===== config.mk =====
export PLATFORM = sky130hd
export DESIGN_NAME = mem_stage_access_unit
export DESIGN_NICKNAME = d
export VERILOG_FILES = /design/src/rtl/mem_stage_access_unit_pkg.sv /design/src/rtl/mem_wait_timer.sv /design/src/rtl/mem_stage_access_unit.sv
export SDC_FILE = /design/constraint.sdc
export NUM_CORES = 1
export LEC_CHECK = 0
export CORE_AREA = 2 2 115 117
export DETAILED_ROUTE_END_ITERATION = 16
export DIE_AREA = 0 0 117 119
export PLACE_DENSITY_LB_ADDON = 0.15
export SYNTH_ARGS = -nofsm -noshare
export SYNTH_HDL_FRONTEND = slang
export SYNTH_SLANG_ARGS = --single-unit

===== constraint.sdc =====
create_clock -name clk -period 3.05 [get_ports clk]
set_input_delay 0.915 -clock clk [delete_from_list [all_inputs] [get_ports clk]]
set_output_delay 0.915 -clock clk [all_outputs]
set_load 0.005 [all_outputs]

===== src/rtl/mem_stage_access_unit_pkg.sv =====
// Shared definitions for the MEM-stage access unit: FSM encodings and data-memory port widths.
package mem_stage_access_unit_pkg;
    typedef enum logic [1:0] {
        ST_IDLE = 2'd0,
        ST_BUSY = 2'd1,
        ST_RESP = 2'd2
    } state_t;

    localparam int DMEM_DATA_W = 32;
    localparam int REG_ADDR_W  = 5;
endpackage


===== src/rtl/mem_wait_timer.sv =====
// Counts BUSY cycles spent waiting on the data-memory slave; expire flags the final allowed cycle.
module mem_wait_timer #(
    parameter int TIMEOUT_CYCLES = 16
) (
    input  logic clk,
    input  logic rst,
    input  logic clear,
    input  logic enable,
    output logic expire
);
    localparam int CW = $clog2(TIMEOUT_CYCLES);

    logic [CW-1:0] count;

    always_ff @(posedge clk) begin
        if (rst || clear)
            count <= '0;
        else if (enable)
            count <= count + CW'(1);
    end

    assign expire = enable && (count == CW'(TIMEOUT_CYCLES - 1));
endmodule


===== src/rtl/mem_stage_access_unit.sv =====
// MEM stage: issues load/store on the dmem req/ready port, stalls upstream while in flight,
// and registers the MEM/WB writeback payload.
module mem_stage_access_unit
    import mem_stage_access_unit_pkg::*;
#(
    parameter int DATA_WIDTH     = DMEM_DATA_W,
    parameter int TIMEOUT_CYCLES = 16
) (
    input  logic                  clk,
    input  logic                  rst,
    input  logic                  mem_ifWriteRegsFile,
    input  logic                  mem_ifWriteMem,
    input  logic                  mem_memOutOrAluOutWriteBackToRegFile,
    input  logic [REG_ADDR_W-1:0] mem_registerWriteAddress,
    input  logic [DATA_WIDTH-1:0] mem_aluOutput,
    input  logic [DATA_WIDTH-1:0] mem_registerRtOrZero,
    output logic                  stall,
    output logic                  dmem_req,
    output logic                  dmem_we,
    output logic [DATA_WIDTH-1:0] dmem_addr,
    output logic [DATA_WIDTH-1:0] dmem_wdata,
    input  logic                  dmem_ready,
    input  logic [DATA_WIDTH-1:0] dmem_rdata,
    output logic                  wb_ifWriteRegsFile,
    output logic [REG_ADDR_W-1:0] wb_registerWriteAddress,
    output logic [DATA_WIDTH-1:0] wb_writeData,
    output logic                  misalign_err,
    output logic                  timeout_err
);
    state_t                state_q, state_d;
    logic [DATA_WIDTH-1:0] rdata_q;
    logic                  access, aligned, is_load;
    logic                  expire, timer_en, timer_clr;

    assign is_load = mem_memOutOrAluOutWriteBackToRegFile;
    assign access  = mem_ifWriteMem | is_load;
    assign aligned = (mem_aluOutput[1:0] == 2'b00);

    // Ready takes priority over expiry, so the counter is cleared by either completion path.
    assign timer_en  = (state_q == ST_BUSY);
    assign timer_clr = (state_q != ST_BUSY) || dmem_ready;

    mem_wait_timer #(
        .TIMEOUT_CYCLES(TIMEOUT_CYCLES)
    ) u_timer (
        .clk   (clk),
        .rst   (rst),
        .clear (timer_clr),
        .enable(timer_en),
        .expire(expire)
    );

    always_comb begin
        state_d = state_q;
        stall   = 1'b0;
        case (state_q)
            ST_IDLE: begin
                if (access && aligned) begin
                    stall   = 1'b1;
                    state_d = ST_BUSY;
                end
            end
            ST_BUSY: begin
                stall = 1'b1;
                if (dmem_ready || expire)
                    state_d = ST_RESP;
            end
            ST_RESP: state_d = ST_IDLE;
            default: state_d = ST_IDLE;
        endcase
    end

    always_ff @(posedge clk) begin
        if (rst) begin
            state_q                 <= ST_IDLE;
            rdata_q                 <= '0;
            dmem_req                <= 1'b0;
            dmem_we                 <= 1'b0;
            dmem_addr               <= '0;
            dmem_wdata              <= '0;
            wb_ifWriteRegsFile      <= 1'b0;
            wb_registerWriteAddress <= '0;
            wb_writeData            <= '0;
            misalign_err            <= 1'b0;
            timeout_err             <= 1'b0;
        end else begin
            state_q      <= state_d;
            misalign_err <= 1'b0;
            case (state_q)
                ST_IDLE: begin
                    if (!access) begin
                        wb_ifWriteRegsFile      <= mem_ifWriteRegsFile;
                        wb_registerWriteAddress <= mem_registerWriteAddress;
                        wb_writeData            <= mem_aluOutput;
                    end else if (!aligned) begin
                        wb_ifWriteRegsFile <= 1'b0;
                        misalign_err       <= 1'b1;
                    end else begin
                        dmem_req           <= 1'b1;
                        dmem_we            <= mem_ifWriteMem;
                        dmem_addr          <= mem_aluOutput;
                        dmem_wdata         <= mem_registerRtOrZero;
                        wb_ifWriteRegsFile <= 1'b0;
                    end
                end
                ST_BUSY: begin
                    wb_ifWriteRegsFile <= 1'b0;
                    if (dmem_ready) begin
                        rdata_q  <= dmem_rdata;
                        dmem_req <= 1'b0;
                    end else if (expire) begin
                        rdata_q     <= '0;
                        dmem_req    <= 1'b0;
                        timeout_err <= 1'b1;
                    end
                end
                ST_RESP: begin
                    // EX/MEM still holds the memory instruction; it retires at this edge.
                    wb_ifWriteRegsFile      <= mem_ifWriteRegsFile;
                    wb_registerWriteAddress <= mem_registerWriteAddress;
                    wb_writeData            <= is_load ? rdata_q : mem_aluOutput;
                end
                default: wb_ifWriteRegsFile <= 1'b0;
            endcase
        end
    end
endmodule

# ---- Word-level counts from Yosys, hierarchy flattened
# Cells that the tools add are included.
dict set report classes {
  addsub 1
  eq_ne 10
  n_mux 20
  bitwise 4
  reduce_logical 17
}
# operator n
set ops {}
lappend ops {{$mux 32} 4}
lappend ops {{$pmux 32 s2} 1}
lappend ops {{$ne 2x2->1 const B} 5}
lappend ops {{$pmux 5 s2} 1}
lappend ops {{$mux 1} 7}
lappend ops {{$pmux 1 s2} 3}
lappend ops {{$reduce_and 2->1} 3}
lappend ops {{$reduce_and 3->1} 2}
lappend ops {{$reduce_bool 2->1} 3}
lappend ops {{$mux 5} 1}
lappend ops {{$add 4x1->4 const B} 1}
lappend ops {{$eq 4x4->1 const B} 1}
lappend ops {{$logic_not 2->1} 2}
lappend ops {{$mux 2} 2}
lappend ops {{$pmux 2 s2} 1}
lappend ops {{$reduce_and 4->1} 1}
lappend ops {{$logic_or 1x1->1} 3}
lappend ops {{$ne 3x3->1 const B} 1}
lappend ops {{$not 1->1} 3}
lappend ops {{$reduce_or 3->1} 1}
lappend ops {{$eq 2x1->1 const B} 1}
lappend ops {{$eq 2x2->1 const B} 1}
lappend ops {{$logic_and 1x1->1} 2}
lappend ops {{$ne 2x1->1 const B} 1}
lappend ops {{$or 1x1->1} 1}
dict set report word_totals {
  regBits 144
  inputBits 107
  output_inout_bits 107
  wordCells 64
}

# ---- Longest topological paths before layout
# Gate-level depths: netlist (run 1).
dict set report logic_depth {
  ltp_word 5
  depth_mapped 7
  ltp_nobuf 4
}

# ---- Modules after synthesis
# From an unflattened synthesis (run 1), not the netlist that was laid out.
dict set report unflattened {
  cells_unflattened 613
  area_unflattened_um2 5828.1
}
# mod instances cells_each area_per_inst_um2 seq_area_each_um2
set modules_own_cells {}
lappend modules_own_cells {mem_stage_access_unit 1 596 5641.7 2802.7}
lappend modules_own_cells {mem_wait_timer 1 17 186.4 80.1}

# ---- Worst setup path after synthesis (run 1)
# OpenSTA, ideal clock, no wires.
dict set report synth_timing {
  path_kind {input -> output}
  from {input mem_aluOutput[0]}
  to {output stall}
  arrival_time_ps 1359
  required_time_ps 2135
  setup_slack_ps 776
  path_stages 3
  n_path_buf 0
  cell_sequence {nor2_1 o21ai_0 a21oi_1}
}
dict set report synth_between {
  elab_chain_cells 4
}
# element line
set synth_lines {}
lappend synth_lines {{start, declared} mem_stage_access_unit.sv:15} ;# input logic [DATA_WIDTH-1:0] mem_aluOutput,
lappend synth_lines {{$logic_not 2->1} mem_stage_access_unit.sv:37} ;# assign aligned = (mem_aluOutput[1:0] == 2'b00);
lappend synth_lines {{$logic_and 1x1->1} mem_stage_access_unit.sv:58} ;# if (access && aligned) begin
lappend synth_lines {{$mux 1} mem_stage_access_unit.sv:58}
lappend synth_lines {{$pmux 1 s2} mem_stage_access_unit.sv:56} ;# case (state_q)
lappend synth_lines {{end, declared} mem_stage_access_unit.sv:17} ;# output logic stall,
# No other way between the ends.

# ---- Worst setup path after layout (run 1)
dict set report layout_timing {
  from {input mem_aluOutput[1]}
  to {output stall}
}
# Same word-level chain as after synthesis.

==> results.toml, run 1 <==
[status]
status = "finished, final reports clean"

[routing]
antenna_left = 0
drt-total-wl_um = 15600
wl_per_cell_um = 15.46
viasPerCell = 5.063
drt_iter0_markers = 215
drc = 0
drt_pass1_iterations = 6
via_count = 5109

[sta]
period_minus_slack_ps = 2971
max_slew_margin_pct = 25.83
clock_skew_ps = 4.938
rsz0062_at_grt = "false"
layout_worst_path_cycle_share_pct = 97.42
setup_ws_ps = 78.66
fmax_ghz = 0.3365
hold_viol = 0
worst_slew_pin_slew_ps = 1113
setup_viol = 0
maxSlewViolCount = 0

[clock_network]
cts_tree = "done"
clk_pin_slew_ps = 50
clockBufferDepth = 2
hold_buffers = 0
clock_latency_ps = 410
cts-root-buf = "clkbuf_16"
cts_made_buffers = 17
ctsResizeCount = 1
post_cts_buffers = 0
h-tree-depth = 4
cts.sinks = 144

[worst_setup_path]
criticalPathCategory = "in -> out"
crit_arrival_ps = 2060
critPathLaunchType = "input pin"
r2r-start = "state_q[0]"
r2r_end = "rdata_q[30]"
reg2reg_depth = 3
r2r_slack_ps = 1150
crit_fanout = 2
crit_start = "mem_aluOutput[1]"
end_kind = "output pin"
cp.required_ps = 2130

[yosys]
yosys-top-cells-area = "dfxtp_1 (47%), mux2i_1 (16%), nand2b_1 (13%), a21oi_1 (6.0%), a211oi_1 (3.9%)"
yosys.area.top_type = "dfxtp_1"
post_synth.cell_area_avg_sq_um = 9.660
syn-num-nets = 741
synth_area_sq_um = 6115
synth.yosys.seq_area_share_pct = 47.15
muxShareOfSynthArea_pct = 15.55
synthXorXnorAreaFrac_pct = 0.2865
synthSimpleGateAreaFrac_pct = 17.58
syn_inst = 633
synth_seq_cells = 144
synthAdderAreaFrac_pct = 0.2046
synth_compound_area_share_pct = 13.48
ys_warn_count = 0
synth_top_area_share_pct = 47.15
yosysUniqueCellTypes = 31
synth_top_family_by_area = "simple AND/OR/NAND/NOR gates"

[pwr]
p_sw_mw = 0.9962
clock_power_share_pct = 40.8
leakagePower_nw = 3.331
switching_share_pct = 22.19
peakVddDrop_uv = 345.5
p_per_area_nw_per_um2 = 507.6
comb_power_share_pct = 14.2
p_int_mw = 3.493
seq_power_share_pct = 45.0

[placement]
dp_hpwl_um = 11100
dp_slack_ps = -209.3
gp_congestion = 0.7871
io_buffer_count = 213
dp.cells = 983

[floorplanning]
core.rowCount = 42
initial_utilization_pct = 47.49
boundaryPins = 214
die_area_sq_um = 13920
placeableCoreArea_sq_um = 12870
chipHeight_um = 119
dieWidth_um = 117

[run]
max_cap_violations = 0

[global_routing]
grt_max_degree = 75
grt_pass1_vias = 4923
antenna_found_initial = 1
grt_first_pass_wirelength_um = 24020
grt_usage_pct = 21.90
grt_overflow = 0

[finish]
nNetsFinal = 934
syn_to_final_growth_pct = 44.63
layout_commonest_cell = "clkdlybuf4s50_1"
final_util_pct = 68.69
mostFrequentLayoutCells = "clkdlybuf4s50_1 (211), dfxtp_1 (144), nand2b_1 (129), mux2i_1 (95), a21oi_1 (73)"
drive_above_1_share_pct = 5.889
fin_cells = 1009

[worst_hold_path]
min_path_cells = 1
hold_class = "reg -> reg"
hp-start = "u_timer.count[0]"
hold_end = "u_timer.count[0]"
==> worst max-delay path by stage <==
stage	endpoint	depth (start not counted)
final	stall	5
after floorplan	stall	3
after global routing	stall	5
after detailed placement	stall	5
after CTS	stall	5
after global placement	stall	5
==> power by group through the flow <==
stage	clock [mW]	sequential (mW)	combinational, mW
after CTS	1.87	2.02	0.642
after detailed placement	0	2.06	0.639
after global routing	1.95	2.03	0.685
after global placement	0	2.05	0.625
final	1.83	2.02	0.637
after floorplan	0	2.06	0.275
==> worst max-delay path: stages <==
cell and delay (ps):
clkdlybuf4s50_1 440, nor2_1 160, o21ai_0 110, a21oi_1 150, dlygate4sd2_1 280
==> through the flow <==
step                      hold WS (ps)  TNS (ps)  power, mW  cell area [sq um]
after floorplan                  417.6         0      2.335               6115
after global placement           428.7    -210.7      2.679               8325
after detailed placement         442.7    -209.3      2.697               8325
after CTS                        452.3         0      4.536               8841
after global routing             459.6         0      4.665               8841
final                            450.2         0      4.489               8843
==> cells by family after synthesis <==
| family | after synthesis |
|---|---|
| buffers and inverters | 59 |
| flip-flops | 144 |
| AO/OA/AOI/OAI | 147 |
| adder cells (fa/ha/maj) | 1 |
| AND/OR/NAND/NOR | 185 |
| XOR/XNOR | 2 |
| multiplexers | 95 |
==> cell type report <==
type	count	area (sq um)
multi-input combinational	430	2900
sequential	144	2883
antenna	1	2.502
timing repair buffer	231	2313
tap	176	220.2
clock buffer	24	511.7
inverter	2	7.507
clock inverter	1	5.005
fill	1037	4031
==> cells in the mapped netlist (all sizes together) <==
cell type / n
nor3b: 3
nor4b: 1
a21oi: 73
ha: 1
inv: 2
and3: 2
o21bai: 1
mux2i: 95
o21ba: 1
a31oi: 1
nor3: 1
nand3b: 1
clkbuf: 36
xor2: 1
dfxtp: 144
o21ai: 39
nor4: 1
nand3: 7
and3b: 1
a211oi: 32
nor2: 7
buf: 21
nand2b: 129
xnor2: 1
nand2: 32
==> state kept, by name, indices dropped and copies added, names as in the netlist <==
| name | flops |
|---|---|
| state_q | 2 |
| rdata_q | 32 |
| timeout_err | 1 |
| dmem_addr | 32 |
| misalign_err | 1 |
| dmem_req | 1 |
| wb_ifWriteRegsFile | 1 |
| dmem_we | 1 |
| dmem_wdata | 32 |
| wb_registerWriteAddress | 5 |
| u_timer.count | 4 |
| wb_writeData | 32 |
==> routing by layer <==
metal	routed length, um	vias to the layer above	track usage, %
li1	-	2549	-
met1	6560	2380	25.92
met2	7553	157	36.56
met3	1172	23	7.226
met4	313	0	8.235
met5	0	-	0
Power figures use the tool's default switching activity.
==> run 2: changes to the inputs <==
GPL_ROUTABILITY_DRIVEN = 0   (was default)
==> results of run 2 <==
No change in the layout: final DEF, timing and power equal those of run 1.
